$ cat config.mk
export PLATFORM = sky130hd
export DESIGN_NAME = latency_fifo_flat
export DESIGN_NICKNAME = d
export VERILOG_FILES = /design/src/rtl/latency_fifo_if.sv /design/src/rtl/latency_fifo.sv /design/src/flat_wrapper.sv
export SDC_FILE = /design/constraint.sdc
export NUM_CORES = 1
export LEC_CHECK = 0
export CORE_MARGIN = 2
export CORE_UTILIZATION = 50
export DETAILED_ROUTE_END_ITERATION = 10
export PLACE_DENSITY = 0.76
export SLEW_MARGIN = 20
export SYNTH_ARGS = -nofsm -noshare
export SYNTH_HDL_FRONTEND = slang
export SYNTH_HIERARCHICAL = 1
export SYNTH_SLANG_ARGS = --single-unit
export TNS_END_PERCENT = 50
$ cat constraint.sdc
create_clock -name clk -period 5.2 [get_ports clk]
set_input_delay 1.04 -clock clk [delete_from_list [all_inputs] [get_ports clk]]
set_output_delay 1.04 -clock clk [all_outputs]
set_load 0.05 [all_outputs]
$ cat src/rtl/latency_fifo_if.sv
// Handshake bundle for latency_fifo: upstream push port, downstream pop port,
// flush control and occupancy report.
interface latency_fifo_if #(
  parameter int WIDTH = 32,
  parameter int DEPTH = 4
);
  logic                         flush;
  logic                         req_in;
  logic                         accept_in;
  logic [WIDTH-1:0]             data_in;
  logic                         req_out;
  logic                         accept_out;
  logic [WIDTH-1:0]             data_out;
  logic [$clog2(DEPTH+1)-1:0]   level;

  modport master (
    output flush, req_in, data_in, accept_out,
    input  accept_in, req_out, data_out, level
  );

  modport slave (
    input  flush, req_in, data_in, accept_out,
    output accept_in, req_out, data_out, level
  );
endinterface

$ cat src/rtl/latency_fifo.sv
// Ring-buffer FIFO where every entry matures for LATENCY cycles before it is
// offered downstream. Each slot carries its own countdown, so entries queued
// behind the head keep aging and leave back-to-back once the head pops.
module latency_fifo #(
  parameter int WIDTH   = 32,
  parameter int DEPTH   = 4,
  parameter int LATENCY = 0
) (
  input  logic          clk,
  input  logic          reset,
  latency_fifo_if.slave io_bus
);
  localparam int AW = (DEPTH > 1) ? $clog2(DEPTH) : 1;
  localparam int LW = $clog2(DEPTH + 1);
  localparam int CW = 4;

  localparam logic [LW-1:0]    LEVEL_ZERO = {LW{1'b0}};
  localparam logic [LW-1:0]    LEVEL_ONE  = {{(LW-1){1'b0}}, 1'b1};
  localparam logic [LW-1:0]    LEVEL_FULL = LW'(DEPTH);
  localparam logic [AW-1:0]    PTR_ZERO   = {AW{1'b0}};
  localparam logic [AW-1:0]    PTR_ONE    = {{(AW-1){1'b0}}, 1'b1};
  localparam logic [CW-1:0]    CNT_ZERO   = {CW{1'b0}};
  localparam logic [CW-1:0]    CNT_ONE    = {{(CW-1){1'b0}}, 1'b1};
  localparam logic [CW-1:0]    CNT_LOAD   = CW'(LATENCY);
  localparam logic [WIDTH-1:0] DATA_ZERO  = {WIDTH{1'b0}};

  logic [WIDTH-1:0] r_mem [DEPTH];
  logic [CW-1:0]    r_cnt [DEPTH];
  logic [AW-1:0]    r_wptr;
  logic [AW-1:0]    r_rptr;
  logic [LW-1:0]    r_level;

  logic             w_accept_in;
  logic             w_req_out;
  logic             w_push;
  logic             w_pop;
  logic [LW-1:0]    w_level_nxt;

  // Handshake flags come straight from registers: no path from req_in/accept_out.
  assign w_accept_in = (r_level < LEVEL_FULL);
  assign w_req_out   = (r_level != LEVEL_ZERO) && (r_cnt[r_rptr] == CNT_ZERO);
  assign w_push      = io_bus.req_in & w_accept_in;
  assign w_pop       = w_req_out & io_bus.accept_out;

  assign io_bus.accept_in = w_accept_in;
  assign io_bus.req_out   = w_req_out;
  assign io_bus.data_out  = r_mem[r_rptr];
  assign io_bus.level     = r_level;

  // Occupancy update: +1 on push only, -1 on pop only, hold otherwise.
  always_comb begin
    w_level_nxt = r_level;
    case ({w_push, w_pop})
      2'b10:   w_level_nxt = r_level + LEVEL_ONE;
      2'b01:   w_level_nxt = r_level - LEVEL_ONE;
      default: w_level_nxt = r_level;
    endcase
  end

  // Pointer and level registers; flush overrides any same-cycle push/pop.
  always_ff @(posedge clk or posedge reset) begin
    if (reset) begin
      r_wptr  <= PTR_ZERO;
      r_rptr  <= PTR_ZERO;
      r_level <= LEVEL_ZERO;
    end else if (io_bus.flush) begin
      r_wptr  <= PTR_ZERO;
      r_rptr  <= PTR_ZERO;
      r_level <= LEVEL_ZERO;
    end else begin
      if (w_push) begin
        r_wptr <= r_wptr + PTR_ONE;
      end
      if (w_pop) begin
        r_rptr <= r_rptr + PTR_ONE;
      end
      r_level <= w_level_nxt;
    end
  end

  // Slot payloads and per-slot maturity countdowns (load on write, saturate at 0).
  always_ff @(posedge clk or posedge reset) begin
    if (reset) begin
      for (int i = 0; i < DEPTH; i++) begin
        r_mem[i] <= DATA_ZERO;
        r_cnt[i] <= CNT_ZERO;
      end
    end else begin
      for (int i = 0; i < DEPTH; i++) begin
        if (w_push && !io_bus.flush && (r_wptr == AW'(i))) begin
          r_mem[i] <= io_bus.data_in;
          r_cnt[i] <= CNT_LOAD;
        end else if (r_cnt[i] != CNT_ZERO) begin
          r_cnt[i] <= r_cnt[i] - CNT_ONE;
        end
      end
    end
  end

  latency_fifo_chk #(
    .LW    (LW),
    .DEPTH (DEPTH)
  ) u_chk (
    .clk   (clk),
    .reset (reset),
    .push  (w_push),
    .pop   (w_pop),
    .level (r_level)
  );
endmodule

// Simulation-only guards: a pop from an empty ring or a push into a full ring
// must never happen.
module latency_fifo_chk #(
  parameter int LW    = 3,
  parameter int DEPTH = 4
) (
  input logic          clk,
  input logic          reset,
  input logic          push,
  input logic          pop,
  input logic [LW-1:0] level
);
  a_no_underflow: assert property (@(posedge clk) disable iff (reset)
    !(pop && (level == {LW{1'b0}})));
  a_no_overflow: assert property (@(posedge clk) disable iff (reset)
    !(push && (level == LW'(DEPTH))));
endmodule

$ cat src/flat_wrapper.sv
// flat-port wrapper written by rule: the top's interface ports become plain ports
module latency_fifo_flat 
#(
  parameter int WIDTH   = 32,
  parameter int DEPTH   = 4,
  parameter int LATENCY = 0
)
  (clk, reset, io_bus_flush, io_bus_req_in, io_bus_data_in, io_bus_accept_out, io_bus_accept_in, io_bus_req_out, io_bus_data_out, io_bus_level);
  latency_fifo_if #(.WIDTH(WIDTH), .DEPTH(DEPTH)) io_bus_i ();
  input  logic clk;
  input  logic reset;
  input wire logic [$bits(io_bus_i.flush)-1:0] io_bus_flush;
  input wire logic [$bits(io_bus_i.req_in)-1:0] io_bus_req_in;
  input wire logic [$bits(io_bus_i.data_in)-1:0] io_bus_data_in;
  input wire logic [$bits(io_bus_i.accept_out)-1:0] io_bus_accept_out;
  output wire logic [$bits(io_bus_i.accept_in)-1:0] io_bus_accept_in;
  output wire logic [$bits(io_bus_i.req_out)-1:0] io_bus_req_out;
  output wire logic [$bits(io_bus_i.data_out)-1:0] io_bus_data_out;
  output wire logic [$bits(io_bus_i.level)-1:0] io_bus_level;
  assign io_bus_i.flush = io_bus_flush;
  assign io_bus_i.req_in = io_bus_req_in;
  assign io_bus_i.data_in = io_bus_data_in;
  assign io_bus_i.accept_out = io_bus_accept_out;
  assign io_bus_accept_in = io_bus_i.accept_in;
  assign io_bus_req_out = io_bus_i.req_out;
  assign io_bus_data_out = io_bus_i.data_out;
  assign io_bus_level = io_bus_i.level;
  latency_fifo #(.WIDTH(WIDTH), .DEPTH(DEPTH), .LATENCY(LATENCY)) u_core (.clk(clk), .reset(reset), .io_bus(io_bus_i));
endmodule
## After elaboration in Yosys (flattened, before gate mapping)

Cells that the tools add are included.

- Register bits: 151
- Bits of input ports: 37
- Output and inout bits: 37
- Word-level logic and storage cells: 70

- Add/subtract/negate cells: 8
- $lt $le $gt $ge: 2
- Equal/unequal tests: 5
- Multiplexer cells: 20
- Bitwise logic cells: 3
- Reductions and logical operators: 21

Operator list:

| cell | count |
|---|---|
| 32-bit binary-select mux with 2-bit select | 1 |
| 32-bit 2-to-1 mux | 2 |
| 4-bit 2-to-1 mux | 10 |
| 4-bit nonzero test | 4 |
| 4-bit by 1-bit subtractor with 4-bit output, second input constant | 4 |
| 2-bit nonzero test | 6 |
| 4-bit binary-select mux with 2-bit select | 1 |
| 2-bit 2-to-1 mux | 4 |
| 2-bit equality test, second input constant | 3 |
| 1-bit logical AND | 6 |
| 3-bit one-hot mux with 2 select lines | 1 |
| 3-bit nonzero test | 2 |
| 2-bit by 1-bit adder with 2-bit output, second input constant | 2 |
| 2-bit by 1-bit equality test with 1-bit output, second input constant | 2 |
| 4-bit zero test | 1 |
| 3-bit by 1-bit adder with 3-bit output, second input constant | 1 |
| 3-bit >= comparator, second input constant | 1 |
| 3-bit < comparator, second input constant | 1 |
| 3-bit 2-to-1 mux | 1 |
| 2-bit NOT with 3-bit output | 1 |
| 3-bit by 1-bit subtractor with 3-bit output, second input constant | 1 |
| 1-bit AND | 2 |
| 2-bit zero test | 1 |
| 1-bit zero test | 1 |

## Longest topological paths before layout

Gate-level depths: netlist (run 1).

- Depth after elaboration: 10
- Mapped depth: 10
- Mapped depth without buffers: 9

## Least setup slack after synthesis (run 1)

Ideal clock, no wire load.

- Path kind: flip-flop to output port
- From: register u_core/r_cnt[0] in the netlist's numbering
- To: output io_bus_req_out
- Data arrival time: 1.749 ns
- Required time: 4.160 ns
- Path slack: 2.411 ns
- Cell stages (with the launch flop): 5
- Buffers on the path: 0
- Path through: dfrtp_1 or3_4 o221ai_2 nand2_1 nor2_1

- Longest elaborated chain between the ends: 5

RTL lines:

| what | RTL line | source |
|---|---|---|
| start: declaration | latency_fifo.sv:28 | `logic [CW-1:0] r_cnt [DEPTH];` |
| start signal: indexed assignment | latency_fifo.sv:94 | `r_cnt[i] <= r_cnt[i] - CNT_ONE;` |
| 4-bit binary-select mux with 2-bit select | latency_fifo.sv:41 | `assign w_req_out = (r_level != LEVEL_ZERO) && (r_cnt[r_rptr] == CNT_ZERO);` |
| 4-bit 2-to-1 mux (not written as such) (2 in a row) | latency_fifo.sv:41 |  |
| 4-bit zero test | latency_fifo.sv:41 |  |
| 1-bit logical AND | latency_fifo.sv:41 |  |
| end: declaration | flat_wrapper.sv:17 | `output wire logic [$bits(io_bus_i.req_out)-1:0] io_bus_req_out;` |

Every way passes these cells. The select of a mux whose other input is x is not followed.

## Final worst setup path (run 1)

- From: register u_core.r_rptr[0]
- To: output io_bus_data_out[25]

- Longest elaborated chain between the ends: 4

RTL lines:

| what | RTL line | source |
|---|---|---|
| start: declaration | latency_fifo.sv:30 | `logic [AW-1:0] r_rptr;` |
| start signal: assignment | latency_fifo.sv:75 | `r_rptr <= r_rptr + PTR_ONE;` |
| 2-bit NOT with 3-bit output (not written as such) | latency_fifo.sv:47 | `assign io_bus.data_out = r_mem[r_rptr];` |
| 32-bit binary-select mux with 2-bit select | latency_fifo.sv:47 |  |
| 32-bit 2-to-1 mux (not written as such) (2 in a row) | latency_fifo.sv:47 |  |
| end: declaration | flat_wrapper.sv:18 | `output wire logic [$bits(io_bus_i.data_out)-1:0] io_bus_data_out;` |

Every way passes these cells. The select of a mux whose other input is x is not followed.

==> results of run 1 <==
worst max path at each step:
stage               slack (ps)                endpoint  depth (start not counted)
floorplan                  100  u_core/io_bus.level[0]                          1
global placement          1480     io_bus_data_out[20]                          3
detailed placement        1470     io_bus_data_out[26]                          3
CTS                       1030     io_bus_data_out[26]                          3
global route               910     io_bus_data_out[20]                          3
finish                    1130     io_bus_data_out[25]                          3
sequential cells by signal, summed over array words and instances (netlist names):
| signal | cells |
|---|---|
| u_core/r_rptr | 2 |
| u_core/r_cnt | 16 |
| u_core/r_wptr | 2 |
| u_core/r_mem | 128 |
| u_core/io_bus.level | 3 |
synth_stat cells (4+ instances only):
cell type / number
sky130_fd_sc_hd__dfrtp_1: 151
sky130_fd_sc_hd__mux2_2: 112
sky130_fd_sc_hd__nor2_1: 44
sky130_fd_sc_hd__mux4_2: 32
sky130_fd_sc_hd__buf_2: 22
sky130_fd_sc_hd__mux2_1: 21
sky130_fd_sc_hd__ha_1: 12
sky130_fd_sc_hd__nand2_1: 12
sky130_fd_sc_hd__inv_1: 11
sky130_fd_sc_hd__a21oi_1: 6
sky130_fd_sc_hd__clkbuf_1: 6
sky130_fd_sc_hd__mux2i_1: 6
sky130_fd_sc_hd__xnor2_1: 6
sky130_fd_sc_hd__nand2b_1: 5
sky130_fd_sc_hd__and2_1: 4
metal layers:
layer	vias to the layer above	part of all wire, %
li1	1839	-
met1	2139	44
met2	77	50
met3	19	4.2
met4	0	1.4
met5	-	0
power groups by stage:
stage,registers (mW),clock network [mW],logic (mW)
final,1.96,1.23,1.90
after global routing,2.02,1.31,2.04
after CTS,1.96,1.26,1.92
after detailed placement,1.97,0,1.90
after global placement,1.93,0,1.83
after floorplan,1.87,0,1.47
cell families (layout without fill, tap and decap cells):
kind of cell | count (synthesis) | in the layout
AOI/OAI and AO/OA | 15 | 15
xor gates and xnor gates | 7 | 7
adders and majority gates | 13 | 13
buffers and inverters | 41 | 117
DFF | 151 | 151
muxes | 171 | 171
and+or+nand+nor | 81 | 81
critical path, delay by kind of cell, from the launching register on:
family,cells,cell delay [ps]
buffers and inverters,2,1100
flip-flops,1,970
multiplexers,1,540
area by class of cell:
| class | count | area [um^2] |
|---|---|---|
| Fill cell | 1035 | 5320 |
| Inverter | 12 | 52.6 |
| Clock buffer | 21 | 470 |
| Clock inverter | 9 | 125 |
| Tap cell | 180 | 225 |
| Timing Repair Buffer | 75 | 746 |
| Sequential cell | 151 | 3780 |
| Multi-Input combinational cell | 287 | 3000 |
stage by stage:
step           power, mW  cells  setup slack (ps)
5_1_grt             5.38    735               912
2_1_floorplan       3.35    479              95.3
6_report            5.09    735              1130
3_5_place_dp        3.88    705              1470
4_1_cts             5.13    735              1030
3_3_place_gp        3.76    705              1480
==> out/metrics.sh, run 1 <==
RESULT_OF_THE_RUN='completed'
FIN_UTIL_PCT=61.2
POWER_LEAKAGE_nW=3.58
GLOBAL_ROUTE_OVERFLOW=0
COMBINATIONALPOWERSHARE_PCT=37.3
CELL_INTERNAL_PWR_mW=3.36
DESIGN.CORE.AREA_UM2=13700
FINALMAXSLEWVIOLATIONS=0
SYNTH-WARNING-COUNT=6
CRITPATHREQUIREDTIME_PS=4160
SYNTH_COMPOUND_GATE_AREA_SHARE_PCT=1.60
VIA_CELL_RATIO=5.54
FP.DIEAREA_UM2=14900
SWSHARE_PCT=33.9
GP_CONGESTION=0.789
SYN_AREA_UM2=6950
DR_TOTAL_VIAS=4074
GRT_USE_MET1_PCT=25.8
FINAL_ANTENNA_NET_COUNT=0
WL_PER_CELL_UM=18.4
TOTAL_SWITCHING_POWER_mW=1.73
SYN_INST=479
WORST-SLEW-PIN-TRANSITION_PS=1060
BOUNDARYPINS=74
WORST_PATH_LARGEST_CELL_DELAY_PS=970
SYNTH_TOP_FAMILY_BY_AREA='multiplexers'
MAX_CAP_VIOLATIONS=0
CLK_LATENCY_PS=420
YOSYS-MUX-AREA-FRACTION_PCT=32.8
FINAL.SETUP.TNS_PS=0
SYN_NETS=529
FINAL.SETUP_SKEW_PS=7.33
CRIT-REG2REG-LAUNCH='u_core/r_rptr[0]'
POST_SYNTH_MAIN_AREA_CONTRIBUTORS='sky130_fd_sc_hd__dfrtp_1 54%, sky130_fd_sc_hd__mux2_2 18%, sky130_fd_sc_hd__mux4_2 10%'
GRTUSAGETOTAL_PCT=20.0
IO_BUFFER_COUNT=73
MAX-CLOCK-PATH-BUFFERS=2
DRT_PRE_ANTENNA_ITERS=4
CELL_WITH_THE_BIGGEST_INDIVIDUAL_DELAY_ON_THE_CRITICAL_PATH='sky130_fd_sc_hd__dfrtp_2'
CLOCK.FMAX_GHz=0.246
SYNTH_SEQ_CELLS=151
DRTITER0DRC=178
SEQ_POWER_SHARE_PCT=38.5
GRT.BUSIEST_LAYER='met2'
HOLD_PATH_STARTPOINT='u_core/r_mem[32]'
CTS_RESIZED=0
FLOORPLAN.ROWS=43
TRITONCTS='done'
ARRIVAL_PS=3030
GR-USAGE-MET3_PCT=5.90
SYNTH.AVG_CELL_AREA_UM2=14.5
CTS.SINKS=151
FINALWORSTPATHREQUIREDPERIOD_PS=4070
CLKSLEWWORSTSETUPHOLDPATHS_PS=60
CELLS_ON_WORST_HOLD_PATH=1
NETLIST-CELL-TYPE-COUNT=37
REPORT.FINAL.HOLD_VIOL_COUNT=0
POST_SYNTH_AND_OR_NAND_NOR_AREA_FRACTION_PCT=5.33
FRACTION_OF_FINAL_LAYOUT_CELLS_SIZED_BEYOND_DRIVE_STRENGTH_1_PCT=33.7
VDD.IR_DROP.WORST_uV=312
NUMBER_OF_CTS_INSERTED_BUFFERS=17
DIE-WIDTH_UM=122
VIAS_IN_THE_FIRST_GLOBAL_ROUTE=4365
GRT_PASS1_WL_UM=22500
MAX_FO_CRITICAL_PATH=29
GRT_ANTENNA_BEFORE_REPAIR=0
INITIAL_UTILIZATION_PCT=50.7
DIE_Y_UM=122
HOLD_PATH_CLASS='register to register'
PIN_COUNT_OF_THE_BIGGEST_NET_ENTERING_GLOBAL_ROUTING=121
SYNTH-EDFF-COUNT=0
DETAIL_ROUTE.DRC_VIOLATIONS=0
START_KIND='register'
CLOCKROOTBUFFER='sky130_fd_sc_hd__clkbuf_16'
TOTALWIRELENGTH_UM=13500
GRT.MET2_USAGE_PCT=32.7
REG2REGPATHDEPTH=9
HTREE_LEVELS=4
CTS_SETUP_BUFFERS=0
CRIT_CHAIN='buf_4, mux4_2, clkdlybuf4s50_1'
ANTENNADIODECOUNT=0
CP-END-KIND='output port'
FINAL_PERIOD_UTIL_PCT=78.2
WORST_R2R_ENDPOINT='u_core/io_bus.level[1]'
POWER_PER_CELL_AREA_nW_PER_UM2=606
POWER.SHARE.CLOCK_PCT=24.3
SYN_TO_FINAL_GROWTH_PCT=20.8
FINALINSTANCEAREA_UM2=8400
CRITICALPATHCATEGORY='register to output port'
PLACEDINSTANCEAREA_UM2=7800
YS_DOMINANT_REG_CELL='sky130_fd_sc_hd__dfrtp_1'
HOLDWS_PS=480
TIMING.FINAL.SETUP_VIOLATIONS=0
LAYOUT_COMMONEST_CELL='sky130_fd_sc_hd__dfrtp_1'
HOLDPATHEND='u_core/r_mem[32]'
SYNTH_TOP_CELL_BY_AREA='sky130_fd_sc_hd__dfrtp_1'
SYNTH_SEQUENTIAL_AREA_RATIO_PCT=54.4
CTSHOLDBUFFERS=0
NUMBER_OF_NETS_IN_THE_LAYOUT=594
REG_TO_REG_SETUP_TIMING_SLACK_PS=2040
YOSYS.AREA_SHARE.XOR_XNOR_PCT=0.882
LAYOUT.CELLS.MOST_COMMON_LIST='149 x sky130_fd_sc_hd__dfrtp_1, 112 x sky130_fd_sc_hd__mux2_2, 73 x sky130_fd_sc_hd__clkdlybuf4s50_1'
SYNTH_FA_HA_AREA_SHARE_PCT=2.45
YS_ASYNC_SR_FRACTION_PCT=100
PLACE_HPWL_UM=8250
POST-SYNTH-TOP-AREA-FRACTION_PCT=54.4
MAX_SLEW_HEADROOM_AT_THE_WORST_PIN_PCT=29.6
CP-STARTPOINT='u_core/r_rptr[0]'
RSZ0062_AT_GRT='false'
Note: power is estimated with default switching activity, not from simulation.
==> run 2, diff against run 1 <==
clock period = 3.66 ns   (was 5.2 ns; I/O delays follow)
==> out/metrics.sh, run 2 (synthesis gave the netlist of run 1 again) <==
DIE-WIDTH_UM=122
PLACEDINSTANCEAREA_UM2=7890
MULTI_INPUT_AREA_UM2=3000
HOLDWS_PS=485
CTS.SINKS=151
FRACTION_OF_FINAL_LAYOUT_CELLS_SIZED_BEYOND_DRIVE_STRENGTH_1_PCT=34.8
WORST-SLEW-PIN-TRANSITION_PS=919
RESULT_OF_THE_RUN='completed'
FINAL.SETUP.TNS_PS=0
FINAL_ANTENNA_NET_COUNT=0
VIAS_IN_THE_FIRST_GLOBAL_ROUTE=4410
FINALINSTANCEAREA_UM2=8470
CLOCK.FMAX_GHz=0.290
NUMBER_OF_CTS_INSERTED_BUFFERS=17
DESIGN.CORE.AREA_UM2=13700
GRT_ANTENNA_BEFORE_REPAIR=0
NUMBER_OF_NETS_IN_THE_LAYOUT=600
CLK_LATENCY_PS=420
VDD.IR_DROP.WORST_uV=527
ANTENNADIODECOUNT=0
POWER_PER_CELL_AREA_nW_PER_UM2=845
GP_CONGESTION=0.800
DRT_PRE_ANTENNA_ITERS=5
POWER_LEAKAGE_nW=3.61
MAX_FO_CRITICAL_PATH=36
BOUNDARYPINS=74
VIA_CELL_RATIO=5.54
HOLD_PATH_CLASS='register to register'
P_TOTAL_mW=7.16
IO_BUFFER_COUNT=73
LARGEST_REG_FLOPS=128
LARGEST_REGISTER='u_core/r_mem'
DRTITER0DRC=210
HTREE_LEVELS=4
CTSHOLDBUFFERS=0
DIE_Y_UM=122
PLACE_HPWL_UM=8340
CRITPATHREQUIREDTIME_PS=2930
SYN_TO_FINAL_GROWTH_PCT=21.9
TRITONCTS='done'
LAYOUT.CELLS.MOST_COMMON_LIST='149 x sky130_fd_sc_hd__dfrtp_1, 112 x sky130_fd_sc_hd__mux2_2, 73 x sky130_fd_sc_hd__clkdlybuf4s50_1'
MAX-CLOCK-PATH-BUFFERS=2
DR_TOTAL_VIAS=4118
FINALMAXSLEWVIOLATIONS=0
FINAL_PERIOD_UTIL_PCT=94.2
MAX_CAP_VIOLATIONS=0
FINAL.SETUP_SKEW_PS=5.85
FP.DIEAREA_UM2=14900
CLKSLEWWORSTSETUPHOLDPATHS_PS=60
GRTUSAGETOTAL_PCT=20.1
PIN_COUNT_OF_THE_BIGGEST_NET_ENTERING_GLOBAL_ROUTING=152
GRT_PASS1_WL_UM=22500
FIN_UTIL_PCT=61.8
AREA.SEQUENTIAL_UM2=3780
MAX_SLEW_HEADROOM_AT_THE_WORST_PIN_PCT=38.8
FINALWORSTPATHREQUIREDPERIOD_PS=3450
FLOORPLAN.ROWS=43
LAYOUT_COMMONEST_CELL='sky130_fd_sc_hd__dfrtp_1'
WL_PER_CELL_UM=18.1
CRITICALPATHCATEGORY='register to output port'
DETAIL_ROUTE.DRC_VIOLATIONS=0
GLOBAL_ROUTE_OVERFLOW=0
NUM-FILL-CELLS=1015
RSZ0062_AT_GRT='false'
START_KIND='register'
CP-END-KIND='output port'
INITIAL_UTILIZATION_PCT=50.7
ARRIVAL_PS=2720
REPORT.FINAL.HOLD_VIOL_COUNT=0
TOTALWIRELENGTH_UM=13500
TIMING.FINAL.SETUP_VIOLATIONS=0
CLOCKROOTBUFFER='sky130_fd_sc_hd__clkbuf_16'
## run 2: changes by cell type in the layout (fill, tap and decap cells not counted), sizes merged
| cell | delta |
|---|---|
| clkbuf | -2 |
| clkinv | +3 |
| clkinvlp | +2 |
| bufinv | -2 |
| buf | +6 |
| inv | +1 |
## run 2: final cells by class
cell class,count,area share (%)
repair buffers,81,9.92
well taps,180,2.66
clock inverters,13,1.46
flip-flops and latches,151,44.7
clock buffers,19,5.35
multi-input cells,287,35.4
inverters,12,0.576
## run 2: power breakdown
part	internal, mW	switching, mW
Sequential	2.37	0.427
Clock	0.977	0.696
Combinational	1.30	1.38
Total	4.65	2.51
## run 2: timing repair
action	in CTS	in global routing
endpoints found under the setup margin	3	0
buffers inserted	0	0
resized for setup	1	0
## run 2: final timing paths
check                                              end  cells past startpoint  slack, ps             start
worst min register to register        u_core/r_mem[35]                      1        490  u_core/r_mem[35]
max in group asynchronous             u_core/r_rptr[0]                      3       2110             reset
min in group asynchronous             u_core/r_mem[14]                      3        820             reset
worst max-delay path                    io_bus_req_out                      4        210  u_core/r_rptr[1]
worst min-delay path                  u_core/r_mem[35]                      1        490  u_core/r_mem[35]
worst max register to register  u_core/io_bus.level[1]                      8        740  u_core/r_rptr[1]
## run 2: critical path, stage by stage (launching register included)
cell	delay, ps
sky130_fd_sc_hd__dfrtp_2	970
sky130_fd_sc_hd__a221o_1	270
sky130_fd_sc_hd__nand2_1	120
sky130_fd_sc_hd__nor2_1	120
sky130_fd_sc_hd__clkdlybuf4s50_1	800
## run 2: stage by stage
stage	std cells	worst slack, ps
after CTS	743	172
final	743	213
after global placement	711	468
after global routing	743	93.6
after detailed placement	711	458
after floorplan	479	1030
## run 2: per-layer routing
layer / track usage [%] / share of wire (%) / wire, um / vias to the layer above
met5: 0 / 0 / 0 / -
met4: 6.82 / 0.96 / 129 / 0
li1: - / - / - / 1854
met1: 27.6 / 47 / 6300 / 2173
met3: 5.48 / 3.9 / 524 / 8
met2: 31.1 / 48 / 6500 / 83
